<file path="src/rtl/writeback_regfile.sv">
// rtl/writeback_regfile.sv - MIPS writeback select, 32x32 register file and commit counter (optional WB_BYPASS_EN)
module writeback_regfile #(
  parameter int DATA_W = 32,
  parameter int NREGS  = 32
) (
  input  logic              clock,
  input  logic              reset,
  input  logic [DATA_W-1:0] aluOut,
  input  logic [DATA_W-1:0] memOut,
  input  logic              regWrite,
  input  logic              memToReg,
  input  logic [4:0]        regDest,
  input  logic [4:0]        readReg1,
  input  logic [4:0]        readReg2,
  output logic [DATA_W-1:0] readData1,
  output logic [DATA_W-1:0] readData2,
  output logic [DATA_W-1:0] writeData,
  output logic [31:0]       wbCount
);

  logic [DATA_W-1:0] regs [NREGS];
  logic [31:0]       wb_count_q;
  logic              commit;

  // Writeback value is always presented so EX forwarding can use it regardless of regWrite
  always_comb begin
    writeData = memToReg ? memOut : aluOut;
  end

  // A write to $zero is discarded entirely, so it neither stores nor counts
  always_comb begin
    commit = regWrite && (regDest != 5'd0);
  end

  // Register array and commit counter; reset wins over a same-edge commit
  always_ff @(posedge clock) begin
    if (reset) begin
      for (int i = 0; i < NREGS; i++) begin
        regs[i] <= '0;
      end
      wb_count_q <= '0;
    end else if (commit) begin
      regs[regDest] <= writeData;
      wb_count_q    <= wb_count_q + 32'd1;
    end
  end

  // Read port 1: stored value, optionally bypassed from the in-flight commit, $zero forced to 0
  always_comb begin
    readData1 = regs[readReg1];
`ifdef WB_BYPASS_EN
    if (commit && (readReg1 == regDest)) begin
      readData1 = writeData;
    end
`endif
    if (readReg1 == 5'd0) begin
      readData1 = '0;
    end
  end

  // Read port 2: same rules as port 1
  always_comb begin
    readData2 = regs[readReg2];
`ifdef WB_BYPASS_EN
    if (commit && (readReg2 == regDest)) begin
      readData2 = writeData;
    end
`endif
    if (readReg2 == 5'd0) begin
      readData2 = '0;
    end
  end

  assign wbCount = wb_count_q;

endmodule

</file>
<file path="config.mk">
export PLATFORM = sky130hd
export DESIGN_NAME = writeback_regfile
export DESIGN_NICKNAME = d
export VERILOG_FILES = /design/src/rtl/writeback_regfile.sv
export SDC_FILE = /design/constraint.sdc
export NUM_CORES = 2
export LEC_CHECK = 0
export ABC_AREA = 1
export CAP_MARGIN = 10
export CORE_MARGIN = 5
export CORE_UTILIZATION = 30
export CTS_CLUSTER_SIZE = 24
export DETAILED_ROUTE_END_ITERATION = 6
export SLEW_MARGIN = 20
export SYNTH_ARGS = -nofsm -noshare
export SYNTH_HDL_FRONTEND = slang
export SYNTH_SLANG_ARGS = --single-unit
export TNS_END_PERCENT = 20
</file>
<file path="constraint.sdc">
create_clock -name clock -period 2.7 [get_ports clock]
set_input_delay 0.405 -clock clock [delete_from_list [all_inputs] [get_ports clock]]
set_output_delay 0.405 -clock clock [all_outputs]
set_load 0.01 [all_outputs]
</file>
# After elaboration in Yosys (flattened, before gate mapping)
# Memories as Yosys holds them, arrays and structs flattened.
# Cells that the tools add are included.
# word_totals
register_bits,32
ramBits,1024
output_inout_bits,128
mem_count,1
# op_classes
add_sub_neg,1
n_mux,11
reduce_logical,5
# mem_list
name,words,word_bits,read_ports,rd_ports_with_merged_regs,wr,line,rtl
regs,32,32,2,0,32,21,logic [DATA_W-1:0] regs [NREGS];
# ops
cell,count
two-way mux 32 bit,4
adder 32 x 1 -> 32 bit (second input constant),1
OR reduction 32 bit,1
logical NOT 5 bit,2
two-way mux 1 bit,6
two-way mux 5 bit,1
nonzero test 5 bit,1
logical AND 1 bit,1

# Depth between registers and ports, before layout
# depth
depth_word,7
mapped_depth,13

# Worst setup path before layout
# OpenSTA, ideal clock, no wires.
# synth_path
path_type,in2reg
from,input port regDest[2]
to,memory regs[10][0] (enable)
setup_ns,0.389
t_arrival_ns,2.076
setup_slack_ns,0.235
path_stages,9
path_buffers,1
cell_sequence,inv_1 > nand3_1 > nand2_1 > nor2_1 > nand3_1 > inv_1 > nand2_1 > buf_2 > nand2_1
# synth_rtl
item,line,rtl
from (decl),12,"input logic [4:0] regDest,"
to (decl),21,

==> results.json <==
{
  "run_status": "finished with violations",
  "failed_checks": "negative setup slack",
  "yosys-mux-area-fraction_pct": 0,
  "use_met1_pct": 29.15,
  "drc": 0,
  "die_y_um": 451,
  "drt-total-wl_um": 250800,
  "synth_top_family_by_area": "simple AND/OR/NAND/NOR gates",
  "timing.setup.tns_ns": -0.2121,
  "dieArea_um2": 203400,
  "crit_slowest_cell": "sky130_fd_sc_hd__edfxtp_1",
  "seq_power_share_pct": 45.5,
  "pre_cts_slack_ns": -0.3512,
  "comb_power_share_pct": 17.3,
  "report.final.setup_viol": 6,
  "first_global_vias": 55270,
  "post-layout-total-power_w": 0.04252,
  "mapped_avg_cell_area_um2": 7.711,
  "synth-compound-area-share_pct": 2.475,
  "post-route-min-period_ns": 2.787,
  "cts_tree": "yes",
  "grt_pass1_wl_um": 364300,
  "power.static_leakage_nw": 31.03,
  "worst_slew_margin_rel_pct": 54.29,
  "irDropWorstVdd_mv": 0.5106,
  "synthXorXnorAreaFrac_pct": 0.06005,
  "mappedNetlistArea_um2": 58340,
  "cts.clk_slew.worst_paths_ns": 0.06,
  "postRouteAntennaNets": 0,
  "synth_seq_cells": 1056,
  "vias": 57830,
  "post-route-worst-setup-slack_ns": -0.08654,
  "grt_setup_unrepaired": "true",
  "achievable_freq_ghz": 0.3589,
  "globalRouteOverflowTotal": 0,
  "synth_warnings": 0,
  "synth_cells": 7566,
  "power.density_cell_area_nw_per_um2": 576.4,
  "clock_insertion_delay_worst_skew_ns": 0.77,
  "clock_tree.buffer_depth": 3,
  "max_slew.worst_pin.slew_ns": 0.6846,
  "path_max_fanout": 2,
  "total_switching_power_w": 0.01232,
  "seq_area_frac_synth_pct": 53.80,
  "reg2regPathDepth": 8,
  "skew_ns": 0.008881,
  "power_report.internal_total_w": 0.03021,
  "drt_first_pass_iters": 7,
  "drive_above_1_share_pct": 13.87,
  "criticalPathCategory": "flop to primary output",
  "max_cap_violation_count": 0,
  "numCtsBuffers": 114,
  "initial_utilization_pct": 30.23,
  "crit_chain": "nand2_1, nand3_1, nand3_1, nand2_2, nand2_1, nand3_1, nand2_1, nor2_1, buf_4, dlygate4sd2_1",
  "coreArea_um2": 193000,
  "drt_iter0_markers": 8291,
  "route.detailed.wl_per_inst_um": 23.67,
  "final_hold_viol_count": 0,
  "hold_crit_depth": 3,
  "worst_setup_path_end_kind": "primary output",
  "die_w_um": 451,
  "largest_delay_share_family_worst_path": "simple AND/OR/NAND/NOR gates",
  "cp_data_arrival_time_ns": 2.38,
  "critical_path_source_type": "flop",
  "n_fill_cell": 19170,
  "detailed_place_hpwl_um": 170000,
  "portBuffers": 210,
  "timing.final.max_slew_violations": 0,
  "grt_max_degree": 55,
  "globalRouteTotalUtil_pct": 23.67,
  "synthToLayoutAreaGrowth_pct": 26.46,
  "max_stage_delay_ns": 0.39,
  "cp.buffers_inverters": 2,
  "nNetsFinal": 8058,
  "synth_simple_gate_area_share_pct": 38.11,
  "critical_path_required_ns": 2.30,
  "met2_usage_pct": 38.01,
  "class_of_the_tightest_hold_or_removal_check": "input pin to flop",
  "layout_worst_path_cycle_share_pct": 103.2,
  "synthAdderAreaFrac_pct": 0.02144,
  "gp_routability_congestion": 0.9728,
  "cts.sink_count": 1056,
  "cts_root_buffer": "sky130_fd_sc_hd__clkbuf_16",
  "worst-path-stages": 10,
  "antenna_found_initial": 5,
  "groute.layer.met3.usage_pct": 3.901,
  "h-tree-depth": 3,
  "switching_share_pct": 28.96,
  "hold_slack_ns": 0.2295,
  "busiest_layer": "met2",
  "floorplan.rows": 161,
  "ios": 211,
  "clock_power_share_pct": 37.2,
  "synth.distinct_cells": 25,
  "post_drt_via_cell_ratio": 5.457
}
worst paths after layout:
kind | from | end | slack [ns]
max | regs[17][4] | readData1[4] | -0.09
min | reset | wbCount[10] | 0.23
max reg2reg | wbCount[1] | wbCount[20] | 0.80
min reg2reg | wbCount[0] | wbCount[0] | 0.52
per-layer routing:
layer	part of all wire [%]	wire, µm	vias to the layer above
met2	45	113800	3931
met1	37	91670	27360
met5	0.011	27	-
met3	10	25550	835
met4	7.9	19820	4
li1	-	-	25710
metrics by stage:
stage | std cells | area [µm²] | utilization, %
final | 10600 | 73780 | 38.23
after global routing | 10600 | 73780 | 38.23
after CTS | 10590 | 73520 | 38.09
after detailed placement | 10370 | 69510 | 36.02
after global placement | 10370 | 69510 | 36.02
after floorplan | 7597 | 58460 | -
cell families after synthesis:
kind of cell	after synthesis
fa+ha+maj	1
xor+xnor	4
buf+inv	798
simple gates	5432
other cells	1
compound gates	274
flops	1056
placed cells by master, fill, tap and decap left out, types with 28 or more instances in the layout:
| cell type | n |
|---|---|
| sky130_fd_sc_hd__conb_1 | 32 |
| sky130_fd_sc_hd__clkbuf_16 | 118 |
| sky130_fd_sc_hd__buf_4 | 479 |
| sky130_fd_sc_hd__edfxtp_1 | 1024 |
| sky130_fd_sc_hd__inv_1 | 141 |
| sky130_fd_sc_hd__a21oi_1 | 109 |
| sky130_fd_sc_hd__o21ai_0 | 103 |
| sky130_fd_sc_hd__nand3_1 | 1420 |
| sky130_fd_sc_hd__nand2_2 | 96 |
| sky130_fd_sc_hd__o21ai_4 | 28 |
| sky130_fd_sc_hd__clkinv_1 | 30 |
| sky130_fd_sc_hd__nor2_2 | 31 |
| sky130_fd_sc_hd__nand2_1 | 2538 |
| sky130_fd_sc_hd__dfxtp_1 | 32 |
| sky130_fd_sc_hd__buf_12 | 215 |
| sky130_fd_sc_hd__nor2_1 | 1288 |
| sky130_fd_sc_hd__clkdlybuf4s50_1 | 134 |
power groups by stage:
stage                     Clock [W]  Combinational [W]  Sequential (W)
after global placement            0            0.00707          0.0196
after CTS                    0.0160            0.00717          0.0193
after detailed placement          0            0.00711          0.0197
final                        0.0158            0.00735          0.0194
after floorplan                   0            0.00343          0.0195
after global routing         0.0166            0.00779          0.0194
cell type report:
cell class / count / area [µm²] / share of cell area, %
sequential: 1056 / 31390 / 42.54
multi-input combinational: 5743 / 24740 / 33.53
timing repair buffer: 908 / 10220 / 13.85
tap: 2526 / 3161 / 4.284
clock buffer: 139 / 3029 / 4.106
clock inverter: 73 / 620.6 / 0.8411
inverter: 151 / 616.8 / 0.8360
antenna: 2 / 5.005 / 0.006783
state kept, by name, indices dropped and copies added (netlist names):
name / flops
wbCount: 32
regs: 1024
synthesized netlist by cell type, drive strengths merged:
library cell	number	area [µm²]
dfxtp	32	640.6
and2	1	6.260
clkbuf	394	1479
xor2	3	26.28
o211ai	27	202.7
clkinv	2	7.510
nor3	12	60.06
edfxtp	1024	30750
conb	1	3.750
o21ai	135	675.6
inv	149	559.3
o21bai	1	7.510
nand4	7	43.79
nor2	1328	4987
nand3	1445	7232
buf	253	1179
o21a	1	7.510
ha	1	12.51
a21oi	110	550.5
nand2	2639	9906
xnor2	1	8.760
worst reg2reg max path, cell delays in order, from the launching register on:
cell and delay, ns:
sky130_fd_sc_hd__dfxtp_1 0.37, sky130_fd_sc_hd__ha_1 0.22, sky130_fd_sc_hd__nand2_1 0.09, sky130_fd_sc_hd__nor2_1 0.31, sky130_fd_sc_hd__nand2_1 0.11, sky130_fd_sc_hd__nor2_2 0.32
sky130_fd_sc_hd__nand3_1 0.17, sky130_fd_sc_hd__o21ai_0 0.17, sky130_fd_sc_hd__nor2_1 0.05
timing repair:
action,in CTS,in global routing
endpoints found under the hold margin,0,0
pin swaps,20,12
hold buffers,0,0
setup endpoints to repair,64,46
setup buffers,4,3
gates resized for setup,187,90
cloned,3,2
Note: power is estimated with default switching activity, not from simulation.
